## src/rtl/stream_mux_if.sv

```systemverilog
// -----------------------------------------------------------------------------
// stream_mux_if
//   Bundles the handshake and data signals of stream_mux: NUM_IN producer
//   channels and one consumer channel.
//
//   Producer side (per channel i):
//     in_data[i*WIDTH +: WIDTH]  channel word
//     in_valid[i]                channel i offers a word
//     in_ready[i]                channel i word is taken this cycle
//   Control:
//     mode                       0 = fixed select, 1 = round-robin
//     sel                        channel index used in fixed mode
//   Consumer side:
//     out_result                 registered output word
//     out_valid                  out_result holds a word
//     out_ready                  consumer takes out_result this cycle
//     out_sel                    channel the held word came from
//
//   master : the environment (producers, consumer, control)
//   slave  : the multiplexer itself
// -----------------------------------------------------------------------------
interface stream_mux_if #(
  parameter int WIDTH  = 16,
  parameter int NUM_IN = 4,
  parameter int SEL_W  = 2
);
  logic [NUM_IN*WIDTH-1:0] in_data;
  logic [NUM_IN-1:0]       in_valid;
  logic [NUM_IN-1:0]       in_ready;
  logic                    mode;
  logic [SEL_W-1:0]        sel;
  logic [WIDTH-1:0]        out_result;
  logic                    out_valid;
  logic                    out_ready;
  logic [SEL_W-1:0]        out_sel;

  modport master (
    output in_data,
    output in_valid,
    output mode,
    output sel,
    output out_ready,
    input  in_ready,
    input  out_result,
    input  out_valid,
    input  out_sel
  );

  modport slave (
    input  in_data,
    input  in_valid,
    input  mode,
    input  sel,
    input  out_ready,
    output in_ready,
    output out_result,
    output out_valid,
    output out_sel
  );
endinterface

```

## src/rtl/stream_mux.sv

```systemverilog
// -----------------------------------------------------------------------------
// stream_mux
//   N:1 registered stream multiplexer with valid/ready on every channel.
//   One input channel is chosen either by an explicit index (mode 0) or by a
//   round-robin arbiter (mode 1); the chosen word is captured in a single
//   output register together with the index of the channel it came from.
//
//   Ports:
//     clk    rising-edge clock for all state
//     reset  synchronous, active-high; empties the output register and
//            restarts the round-robin pointer at channel 0
//     bus    stream_mux_if.slave: in_data/in_valid/in_ready per channel,
//            mode/sel control, out_result/out_valid/out_ready/out_sel
//
//   SEL_W must equal ceil(log2(NUM_IN)); NUM_IN is 2..16.
// -----------------------------------------------------------------------------
module stream_mux #(
  parameter int WIDTH  = 16,
  parameter int NUM_IN = 4,
  parameter int SEL_W  = 2
) (
  input  logic         clk,
  input  logic         reset,
  stream_mux_if.slave  bus
);

  // Output register and arbiter state
  logic                r_out_valid;
  logic [WIDTH-1:0]    r_out_result;
  logic [SEL_W-1:0]    r_out_sel;
  logic [SEL_W-1:0]    r_ptr;

  // Combinational grant path
  logic                w_load;
  logic [NUM_IN-1:0]   w_grant_fix;
  logic [NUM_IN-1:0]   w_rr_mask;
  logic [NUM_IN-1:0]   w_rr_hi;
  logic [NUM_IN-1:0]   w_rr_hi_first;
  logic [NUM_IN-1:0]   w_rr_all_first;
  logic [NUM_IN-1:0]   w_grant_rr;
  logic [NUM_IN-1:0]   w_grant;
  logic                w_any_grant;
  logic [SEL_W-1:0]    w_grant_idx;
  logic [WIDTH-1:0]    w_grant_data;
  logic [SEL_W-1:0]    w_ptr_next;

  // The register can take a new word when it is empty or being drained now.
  assign w_load = ~r_out_valid | bus.out_ready;

  // Fixed mode: only the addressed channel can be granted. An index at or
  // beyond NUM_IN matches no channel and therefore grants nothing.
  genvar gi;
  generate
    for (gi = 0; gi < NUM_IN; gi++) begin : g_fix
      assign w_grant_fix[gi] = bus.in_valid[gi] & (bus.sel == SEL_W'(gi));
    end
  endgenerate

  // Round-robin: split the request vector at the pointer. Requests at or
  // above the pointer take precedence (lowest index first); if there are
  // none, the search wraps to the lowest requesting channel overall. This
  // is equivalent to scanning ptr, ptr+1, ... modulo NUM_IN.
  generate
    for (gi = 0; gi < NUM_IN; gi++) begin : g_mask
      assign w_rr_mask[gi] = (SEL_W'(gi) >= r_ptr);
    end
  endgenerate

  assign w_rr_hi        = bus.in_valid & w_rr_mask;
  // x & -x isolates the lowest set bit.
  assign w_rr_hi_first  = w_rr_hi & (~w_rr_hi + NUM_IN'(1));
  assign w_rr_all_first = bus.in_valid & (~bus.in_valid + NUM_IN'(1));
  assign w_grant_rr     = (|w_rr_hi) ? w_rr_hi_first : w_rr_all_first;

  // The mode input applies to the grant in the same cycle it changes.
  assign w_grant     = bus.mode ? w_grant_rr : w_grant_fix;
  assign w_any_grant = |w_grant;

  // One-hot grant to index and data. AND-OR form keeps the data path a
  // balanced mux; the grant is never more than one-hot.
  always_comb begin
    w_grant_idx  = '0;
    w_grant_data = '0;
    for (int i = 0; i < NUM_IN; i++) begin
      w_grant_idx  = w_grant_idx  | ({SEL_W{w_grant[i]}} & SEL_W'(i));
      w_grant_data = w_grant_data | ({WIDTH{w_grant[i]}} & bus.in_data[i*WIDTH +: WIDTH]);
    end
  end

  // Explicit wrap so non-power-of-two channel counts return to 0.
  assign w_ptr_next = (w_grant_idx == SEL_W'(NUM_IN - 1)) ? '0 : w_grant_idx + 1'b1;

  // Nothing is accepted while reset is asserted, so no producer believes a
  // word was taken that the reset is about to discard.
  assign bus.in_ready = (w_load & ~reset) ? w_grant : '0;

  always_ff @(posedge clk) begin
    if (reset) begin
      r_out_valid  <= 1'b0;
      r_out_result <= '0;
      r_out_sel    <= '0;
      r_ptr        <= '0;
    end else if (w_load) begin
      if (w_any_grant) begin
        r_out_valid  <= 1'b1;
        r_out_result <= w_grant_data;
        r_out_sel    <= w_grant_idx;
        // Only arbitrated transfers advance the fairness pointer.
        if (bus.mode) begin
          r_ptr <= w_ptr_next;
        end
      end else begin
        // Drained with nothing to replace it: empty, but keep the last
        // word and index visible.
        r_out_valid <= 1'b0;
      end
    end
  end

  assign bus.out_valid  = r_out_valid;
  assign bus.out_result = r_out_result;
  assign bus.out_sel    = r_out_sel;

endmodule

```

## src/flat_wrapper.sv

```systemverilog
// flat-port wrapper written by rule: the top's interface ports become plain ports
module stream_mux_flat 
#(
  parameter int WIDTH  = 16,
  parameter int NUM_IN = 4,
  parameter int SEL_W  = 2
)
  (clk, reset, bus_in_data, bus_in_valid, bus_mode, bus_sel, bus_out_ready, bus_in_ready, bus_out_result, bus_out_valid, bus_out_sel);
  stream_mux_if #(.WIDTH(WIDTH), .NUM_IN(NUM_IN), .SEL_W(SEL_W)) bus_i ();
  input  logic clk;
  input  logic reset;
  input wire logic [$bits(bus_i.in_data)-1:0] bus_in_data;
  input wire logic [$bits(bus_i.in_valid)-1:0] bus_in_valid;
  input wire logic [$bits(bus_i.mode)-1:0] bus_mode;
  input wire logic [$bits(bus_i.sel)-1:0] bus_sel;
  input wire logic [$bits(bus_i.out_ready)-1:0] bus_out_ready;
  output wire logic [$bits(bus_i.in_ready)-1:0] bus_in_ready;
  output wire logic [$bits(bus_i.out_result)-1:0] bus_out_result;
  output wire logic [$bits(bus_i.out_valid)-1:0] bus_out_valid;
  output wire logic [$bits(bus_i.out_sel)-1:0] bus_out_sel;
  assign bus_i.in_data = bus_in_data;
  assign bus_i.in_valid = bus_in_valid;
  assign bus_i.mode = bus_mode;
  assign bus_i.sel = bus_sel;
  assign bus_i.out_ready = bus_out_ready;
  assign bus_in_ready = bus_i.in_ready;
  assign bus_out_result = bus_i.out_result;
  assign bus_out_valid = bus_i.out_valid;
  assign bus_out_sel = bus_i.out_sel;
  stream_mux #(.WIDTH(WIDTH), .NUM_IN(NUM_IN), .SEL_W(SEL_W)) u_core (.clk(clk), .reset(reset), .bus(bus_i));
endmodule
```

## config.mk

```make
export PLATFORM = sky130hd
export DESIGN_NAME = stream_mux_flat
export DESIGN_NICKNAME = d
export VERILOG_FILES = /design/src/rtl/stream_mux_if.sv /design/src/rtl/stream_mux.sv /design/src/flat_wrapper.sv
export SDC_FILE = /design/constraint.sdc
export NUM_CORES = 1
export LEC_CHECK = 0
export ABC_AREA = 0
export BUFFER_PORTS_ARGS = -buffer_cell sky130_fd_sc_hd__buf_2
export CAP_MARGIN = 20
export CORE_ASPECT_RATIO = 0.5
export CORE_UTILIZATION = 45
export DETAILED_ROUTE_END_ITERATION = 7
export PLACE_DENSITY = 0.8
export SLEW_MARGIN = 20
export SYNTH_ARGS = -nofsm -noshare
export SYNTH_HDL_FRONTEND = slang
export SYNTH_SLANG_ARGS = --single-unit
```

## constraint.sdc

```tcl
create_clock -name clk -period 2.38 [get_ports clk]
set_clock_uncertainty 0.1 [all_clocks]
set_input_delay 0.119 -clock clk [delete_from_list [all_inputs] [get_ports clk]]
set_output_delay 0.119 -clock clk [all_outputs]
set_load 0.02 [all_outputs]
```

==> run_results.csv, run 1 <==
group,metric,value,unit
timing,timing.final.ws_setup,0.212,ns
clock_tree,clkTransAtPathRegs,0.09,ns
floorplanning,core_area,0.00362,mm2
synthesis,synth.most_common_cell,"nor3b_1",
synthesis,syn_nets,278,
setup_path,rr_startpoint,"u_core.r_ptr[1]",
placement,dp_cells,347,
timing,worst_slew_margin_rel,66.2,%
drt,wl_per_cell,16.6,um
clock_tree,postCtsSetupBuffers,0,
setup_path,startpoint_type,"register",
drt,drc,0,
synthesis,ys_ff_latch,21,
cells_and_area,diodes,0,
clock_tree,cts_resized,0,
cells_and_area,nets,376,
run,drv_cap,0,
clock_tree,cts_root_buf,"clkbuf_8",
setup_path,required,2.43,ns
global_route,antenna_found_initial,0,
floorplanning,die_x,91.4,um
timing,finalCriticalPeriod,2.17,ns
outcome,run_status,"finished, final reports clean",
drt,drt-pass1-iter-count,6,
timing,finalCritPeriodShare,91.1,%
global_route,grt_overflow_total,0,
clock_tree,cts.sinks,21,
floorplanning,die_y,46.7,um
cells_and_area,instances_no_fill,352,
setup_path,critPathMaxFanout,11,
drt,postRouteAntennaNets,0,
synthesis,ys.warnings.count,0,
synthesis,yosysSeqAreaShare,23.4,%
synthesis,synth_area,0.00180,mm2
drt,via_per_inst,5.95,
floorplanning,initial_core_util,49.7,%
setup_path,cpPeakStageDelay,0.48,ns
global_route,grt_use_total,27.5,%
pwr,leakage,1.02,nW
synthesis,synth_common_cells,"nor3b_1 (32), dfxtp_1 (21), nand2_1 (21)",
cells_and_area,drive_gt1_share,41.2,%
setup_path,critPathSlowestCell,"a221oi_4",
min_path,min_path_type,"in2reg",
synthesis,ys_async_sr_fraction,0,%
clock_tree,clock_path_buffers,2,
floorplanning,io_pins,97,
min_path,min_from,"bus_in_data[31]",
synthesis,synth_edf_count,0,
timing,finalMaxSlewViolations,0,
drt,drtIter0Drc,95,
floorplanning,placementRows,15,
synthesis,synth_area_per_cell,8.82,um2
clock_tree,h-tree-depth,1,
setup_path,r2r_slack,0.21,ns
pwr,fin_total_pwr,1.17,mW
synthesis,yosysUniqueCellTypes,37,
floorplanning,dieArea,0.00427,mm2
setup_path,endpoint_kind,"register",
placement,gp_congestion,0.892,
clock_tree,cts_tree,"done",
cells_and_area,area_delta_synth_final,33.8,%
timing,tightest_slew,0.506,ns
timing,whs,0.230,ns
global_route,grt_pass1_vias,1982,
placement,hpwl,4.28,mm
setup_path,crit_type,"reg2reg",
timing,hold_viol_final,0,
synthesis,yosys.area.top_type,"dfxtp_1",
placement,io_buffers,96,
setup_path,path_cells,"o21ai_1, a221oi_4, buf_4, nor3b_1, o41ai_1, mux2i_1",
synthesis,synth_ff_type,"dfxtp_1",
global_route,grt_pass1_wl,9.05,mm
drt,drt_wl_total,5.83,mm
timing,rsz0062_at_grt,"no",
pwr,ir_worst_vdd,0.268,mV
clock_tree,ctsHoldBuffers,1,
setup_path,startpoint,"u_core.r_ptr[1]",
timing,fmaxAchievable,461,MHz
clock_tree,insertion_delay,0.27,ns
global_route,grt_max_degree,21,
setup_path,arrival,2.22,ns
synthesis,netlist_instances,204,
synthesis,synth_top_area_share,23.4,%
clock_tree,numCtsBuffers,3,
timing,setup_tns,0,ns
pwr,pwr_density_cell,487,mW/mm2
drt,vias,2096,
synthesis,synth.area.top_cells,"dfxtp_1 (23%), nor3b_1 (13%), mux2i_1 (8.9%)",
timing,setup_viol,0,
placement,dp_slack,0.224,ns
[cells in the final DEF, fill, tap and decap left out, types with 6 or more instances in the layout]
| cell type | synthesis | routed |
|---|---|---|
| o41ai_1 | 16 | 16 |
| dfxtp_1 | 21 | 21 |
| nand2_1 | 21 | 21 |
| mux2i_1 | 16 | 16 |
| buf_4 | 0 | 11 |
| nor3b_1 | 32 | 32 |
| nor3_1 | 6 | 6 |
| nor4b_1 | 16 | 16 |
| buf_2 | 3 | 96 |
| a21boi_0 | 16 | 16 |
[report_power, final]
part	internal, mW	switching (mW)	leakage (nW)
combinational	0.218	0.284	0.818
sequential	0.393	0.0262	0.173
clock	0.117	0.133	0.0255
[routing by layer]
layer	up-vias	track usage (%)	part of all wire, %
met5	-	0	0
met4	0	8.57	1.4
met3	14	4.79	7.2
met2	105	52.0	49
met1	996	33.5	42
li1	981	-	-
[layout make-up]
cell class / instances / area (um2)
tap: 51 / 63.8
multi-input combinational: 164 / 1270
inverter: 3 / 11.3
fill: 318 / 1210
clock buffer: 3 / 41.3
clock inverter: 1 / 5.00
sequential: 21 / 420
timing repair buffer: 109 / 593
[path summary, 6_finish.rpt]
check / to / cells after the start
setup / recovery: u_core.bus.out_result[9] / 6
hold / removal: u_core.bus.out_result[15] / 4
setup reg to reg: u_core.bus.out_result[9] / 6
hold reg to reg: u_core.bus.out_sel[0] / 2
[stage by stage]
| step | utilization, % | cell area [um2] |
|---|---|---|
| global route | 66.5 | 2410 |
| floorplan | - | 1800 |
| global placement | 64.9 | 2350 |
| finish | 66.5 | 2410 |
| detailed placement | 64.9 | 2350 |
| CTS | 66.5 | 2410 |
[critical path: cells and delay by family, from the launching register on]
kind	cells	cell delay (ns)
AOI/OAI and AO/OA	3	1.01
and+or+nand+nor	1	0.06
buffers and inverters	1	0.28
DFF	1	0.47
muxes	1	0.11
[flip-flops by register name, summed over array words and instances, names as in the netlist]
name and flops:
u_core.bus.out_result 16, u_core.bus.out_sel 2, u_core.r_ptr 2, u_core.bus.out_valid 1
[cells by family (layout without fill, tap and decap cells)]
logic type / count (synthesis) / in the layout / synth area share (%)
buffers and inverters: 19 / 116 / 5.91
DFF: 21 / 21 / 23.4
AOI/OAI and AO/OA: 56 / 56 / 29.0
and+or+nand+nor: 91 / 91 / 32.2
muxes: 17 / 17 / 9.53
No activity file was read; power rests on OpenSTA's default activity.
==> run 2, diff against run 1 <==
==> constraint.sdc (replaced) <==
create_clock -name clk -period 2.38 [get_ports clk]
set_clock_uncertainty 0.1 [all_clocks]
set_input_delay 0.476 -clock clk [delete_from_list [all_inputs] [get_ports clk]]
set_output_delay 0.476 -clock clk [all_outputs]
set_load 0.02 [all_outputs]
==> run_results.csv, run 2 (synthesized netlist as in run 1, its figures left out) <==
group,metric,value,unit
setup_path,required,1.80,ns
clock_tree,h-tree-depth,1,
clock_tree,postCtsSetupBuffers,0,
cells_and_area,area_delta_synth_final,35.7,%
drt,postRouteAntennaNets,0,
setup_path,worstReg2RegEnd,"u_core.bus.out_result[0]",
floorplanning,core_area,0.00362,mm2
setup_path,path_cells,"o21ai_1, a221oi_4, buf_4, nor3_1, buf_2",
clock_tree,cts_root_buf,"clkbuf_8",
global_route,grt_use_total,26.9,%
placement,dp_cells,352,
placement,io_buffers,96,
floorplanning,die_y,46.7,um
setup_path,startpoint_type,"register",
floorplanning,dieArea,0.00427,mm2
clock_tree,insertion_delay,0.27,ns
cells_and_area,instances_no_fill,356,
setup_path,crit_type,"reg2out",
clock_tree,cts_tree,"done",
setup_path,critPathMaxFanout,10,
setup_path,worst-path-buf-inv,2,
outcome,run_status,"finished, final reports clean",
pwr,fin_total_pwr,1.17,mW
cells_and_area,diodes,0,
clock_tree,cts.sinks,21,
drt,drt_wl_total,5.64,mm
setup_path,cp_top_family,"compound AO/OA/AOI/OAI gates",
placement,hpwl,4.20,mm
setup_path,critPathSlowestCell,"dfxtp_1",
cells_and_area,layout_common_cells,"buf_2 (96), nor3b_1 (32), nand2_1 (21), dfxtp_1 (21)",
setup_path,cpPeakStageDelay,0.48,ns
pwr,ir_worst_vdd,0.236,mV
timing,hold_viol_final,0,
min_path,min_from,"reset",
timing,setup_tns,0,ns
timing,whs,0.329,ns
global_route,grt_pass1_vias,1944,
placement,gp_congestion,0.874,
setup_path,endpoint_kind,"output pin",
clock_tree,clock_path_buffers,2,
timing,finalCriticalPeriod,2.29,ns
clock_tree,ctsHoldBuffers,0,
drt,via_per_inst,5.74,
cells_and_area,drive_gt1_share,42.6,%
timing,finalMaxSlewViolations,0,
min_path,min_path_cells,2,
run,drv_cap,0,
min_path,min_path_type,"in2reg",
cells_and_area,final_common_cell,"buf_2",
setup_path,rr_startpoint,"u_core.r_ptr[1]",
global_route,grt_pass1_wl,8.88,mm
floorplanning,initial_core_util,49.7,%
clock_tree,numCtsBuffers,3,
cells_and_area,final_area,0.00244,mm2
setup_path,r2r_slack,0.34,ns
timing,tightest_slew,0.404,ns
floorplanning,io_pins,97,
drt,drt-pass1-iter-count,4,
drt,drc,0,
cells_and_area,largest_reg_flops,16,
timing,setup_viol,0,
timing,rsz0062_at_grt,"no",
timing,fmaxAchievable,437,MHz
cells_and_area,nets,380,
timing,finalCritPeriodShare,96.2,%
drt,vias,2042,
floorplanning,die_x,91.4,um
clock_tree,clkTransAtPathRegs,0.08,ns
drt,wl_per_cell,15.8,um
pwr,pwr_density_cell,480,mW/mm2
clock_tree,cts_resized,0,
floorplanning,placementRows,15,
setup_path,reg2reg_depth,6,
global_route,grt_max_degree,37,
drt,drtIter0Drc,91,
pwr,leakage,1.04,nW
global_route,grt_overflow_total,0,
setup_path,arrival,1.71,ns
placement,dpl_cell_area,0.00239,mm2
timing,worst_slew_margin_rel,72.9,%
min_path,min_to,"u_core.bus.out_valid",
global_route,antenna_found_initial,0,
[run 2: cell count changes in the layout (fill, tap and decap cells not counted), sizes merged]
cell / before / now
buf: 108 / 113
dlygate4sd3: 1 / 0
[run 2: metal layers]
metal / share of wire [%] / global-route usage [%] / vias to the layer above / routed length (um)
li1: - / - / 991 / -
met3: 7.5 / 5.61 / 7 / 423
met4: 0.87 / 9.52 / 0 / 49
met5: 0 / 0 / - / 0
met1: 44 / 33.2 / 962 / 2500
met2: 47 / 48.7 / 82 / 2660
[run 2: worst max path at each step]
stage	from	to	slack [ns]	cells past startpoint
after floorplan	bus_in_valid[0]	bus_in_ready[2]	0.05	4
after global placement	bus_mode	bus_in_ready[0]	0.18	6
after detailed placement	bus_mode	bus_in_ready[0]	0.15	6
after CTS	u_core.r_ptr[1]	bus_in_ready[0]	0.09	5
after global routing	u_core.r_ptr[1]	bus_in_ready[1]	0.01	5
final	u_core.r_ptr[1]	bus_in_ready[0]	0.09	5
[run 2: stage by stage]
stage               setup slack, ns  utilization, %
CTS                          0.0920            67.4
global route                 0.0139            67.4
global placement              0.184            66.1
detailed placement            0.149            66.1
finish                       0.0913            67.4
floorplan                    0.0507               -
[run 2: worst register-to-register path: stages, from the launching register on]
cell,delay [ns]
dfxtp_1,0.48
o21ai_1,0.16
a221oi_4,0.35
buf_4,0.22
nor3b_1,0.06
o41ai_1,0.43
mux2i_1,0.11
[run 2: final cells by class]
cell class              count  area, um2
well taps                  51       63.8
flip-flops and latches     21        420
fillers                   290       1180
repair buffers            113        621
multi-input cells         164       1280
clock inverters             1       5.00
inverters                   3       11.3
clock buffers               3       41.3
[run 2: report_power, final]
part	switching [mW]	internal, mW
clock	0.126	0.117
combinational	0.283	0.227
sequential	0.0268	0.393
==> run 3, diff against run 2 <==
- CORE_ASPECT_RATIO: 0.5 -> default
==> run_results.csv, run 3 (synthesized netlist as in run 1, its figures left out) <==
group,metric,value,unit
timing,tightest_slew,0.415,ns
timing,setup_viol,0,
cells_and_area,fillers,331,
outcome,run_status,"finished, final reports clean",
cells_and_area,nets,381,
floorplanning,placementRows,22,
drt,postRouteAntennaNets,0,
timing,hold_viol_final,0,
clock_tree,cts_tree,"done",
drt,via_per_inst,5.81,
clock_tree,ctsHoldBuffers,0,
run,drv_cap,0,
timing,timing.final.ws_setup,0.0937,ns
floorplanning,die_x,65.2,um
placement,gp_congestion,0.877,
floorplanning,initial_core_util,48.1,%
setup_path,critPathMaxFanout,12,
clock_tree,numCtsBuffers,3,
cells_and_area,largest_reg_flops,16,
drt,vias,2056,
setup_path,required,1.80,ns
cells_and_area,layout_common_cells,"buf_2 (96), nor3b_1 (32), nand2_1 (21)",
setup_path,cp_top_family,"buffers and inverters",
cells_and_area,final_common_cell,"buf_2",
clock_tree,insertion_delay,0.26,ns
clock_tree,cts_root_buf,"clkbuf_8",
cells_and_area,drive_gt1_share,42.8,%
floorplanning,core_area,0.00374,mm2
cells_and_area,seqCellArea,422,um2
timing,fmaxAchievable,437,MHz
drt,wl_per_cell,16.0,um
clock_tree,clkTransAtPathRegs,0.08,ns
placement,hpwl,4.18,mm
floorplanning,io_pins,97,
cells_and_area,diodes,0,
drt,drt-pass1-iter-count,4,
clock_tree,clock_path_buffers,2,
setup_path,cpPeakStageDelay,0.28,ns
timing,finalMaxSlewViolations,0,
setup_path,startpoint_type,"input port",
floorplanning,dieArea,0.00425,mm2
drt,drt_wl_total,5.68,mm
cells_and_area,area_delta_synth_final,37.9,%
global_route,grt_overflow_total,0,
setup_path,path_common_cell,"buf_2",
drt,drtIter0Drc,105,
timing,finalCriticalPeriod,2.29,ns
timing,finalCritPeriodShare,96.1,%
cells_and_area,multi_input_area,0.00129,mm2
placement,io_buffers,96,
min_path,min_path_type,"in2reg",
global_route,grt_use_total,26.1,%
pwr,fin_total_pwr,1.19,mW
clock_tree,h-tree-depth,1,
pwr,pwr_density_cell,481,mW/mm2
setup_path,crit_type,"in2out",
clock_tree,cts_resized,0,
timing,setup_tns,0,ns
global_route,grt_pass1_vias,1882,
floorplanning,die_y,65.2,um
setup_path,endpoint_kind,"output pin",
timing,worst_slew_margin_rel,72.2,%
global_route,grt_max_degree,37,
drt,drc,0,
setup_path,worst-path-buf-inv,3,
pwr,leakage,1.05,nW
timing,rsz0062_at_grt,"no",
clock_tree,cts.sinks,21,
global_route,antenna_found_initial,0,
global_route,grt_pass1_wl,8.83,mm
placement,dp_slack,0.128,ns
setup_path,path_cells,"buf_2, nor2b_2, o21a_1, buf_4, nor4_2, buf_2",
pwr,ir_worst_vdd,0.329,mV
clock_tree,postCtsSetupBuffers,0,
setup_path,arrival,1.71,ns
setup_path,critPathSlowestCell,"nor2b_2",
==> run 3: worst paths after layout <==
| check | from | to | slack, ns | cells past startpoint |
|---|---|---|---|---|
| hold reg to reg | u_core.bus.out_sel[0] | u_core.bus.out_sel[0] | 0.36 | 2 |
| setup / recovery | bus_mode | bus_in_ready[3] | 0.09 | 6 |
| setup reg to reg | u_core.r_ptr[0] | u_core.bus.out_result[11] | 0.34 | 6 |
| hold / removal | reset | u_core.bus.out_valid | 0.34 | 2 |
==> run 3: metrics by stage <==
stage               area [um2]  util [%]  hold slack (ns)  cells
floorplan                 1810         -            0.407    204
global placement          2420      64.7            0.344    350
detailed placement        2420      64.7            0.346    350
CTS                       2470      65.9            0.332    354
global route              2480      66.3            0.339    354
finish                    2480      66.3            0.336    354
==> run 3: power breakdown <==
part	switching (mW)	internal (mW)
logic	0.289	0.237
registers	0.0259	0.394
clock network	0.127	0.120
total	0.442	0.751
==> run 3: final cells by class <==
class / count / share of cell area, %
sequential: 21 / 17.0
inverter: 3 / 0.454
clock buffer: 4 / 1.82
tap: 48 / 2.42
timing repair buffer: 114 / 26.3
multi-input combinational: 164 / 52.0
==> run 3: per-layer routing <==
layer / part of all wire (%) / GRT usage [%]
met4: 0.81 / 6.52
met1: 44 / 35.5
met3: 7.9 / 3.47
met5: 0 / 0
met2: 47 / 43.2
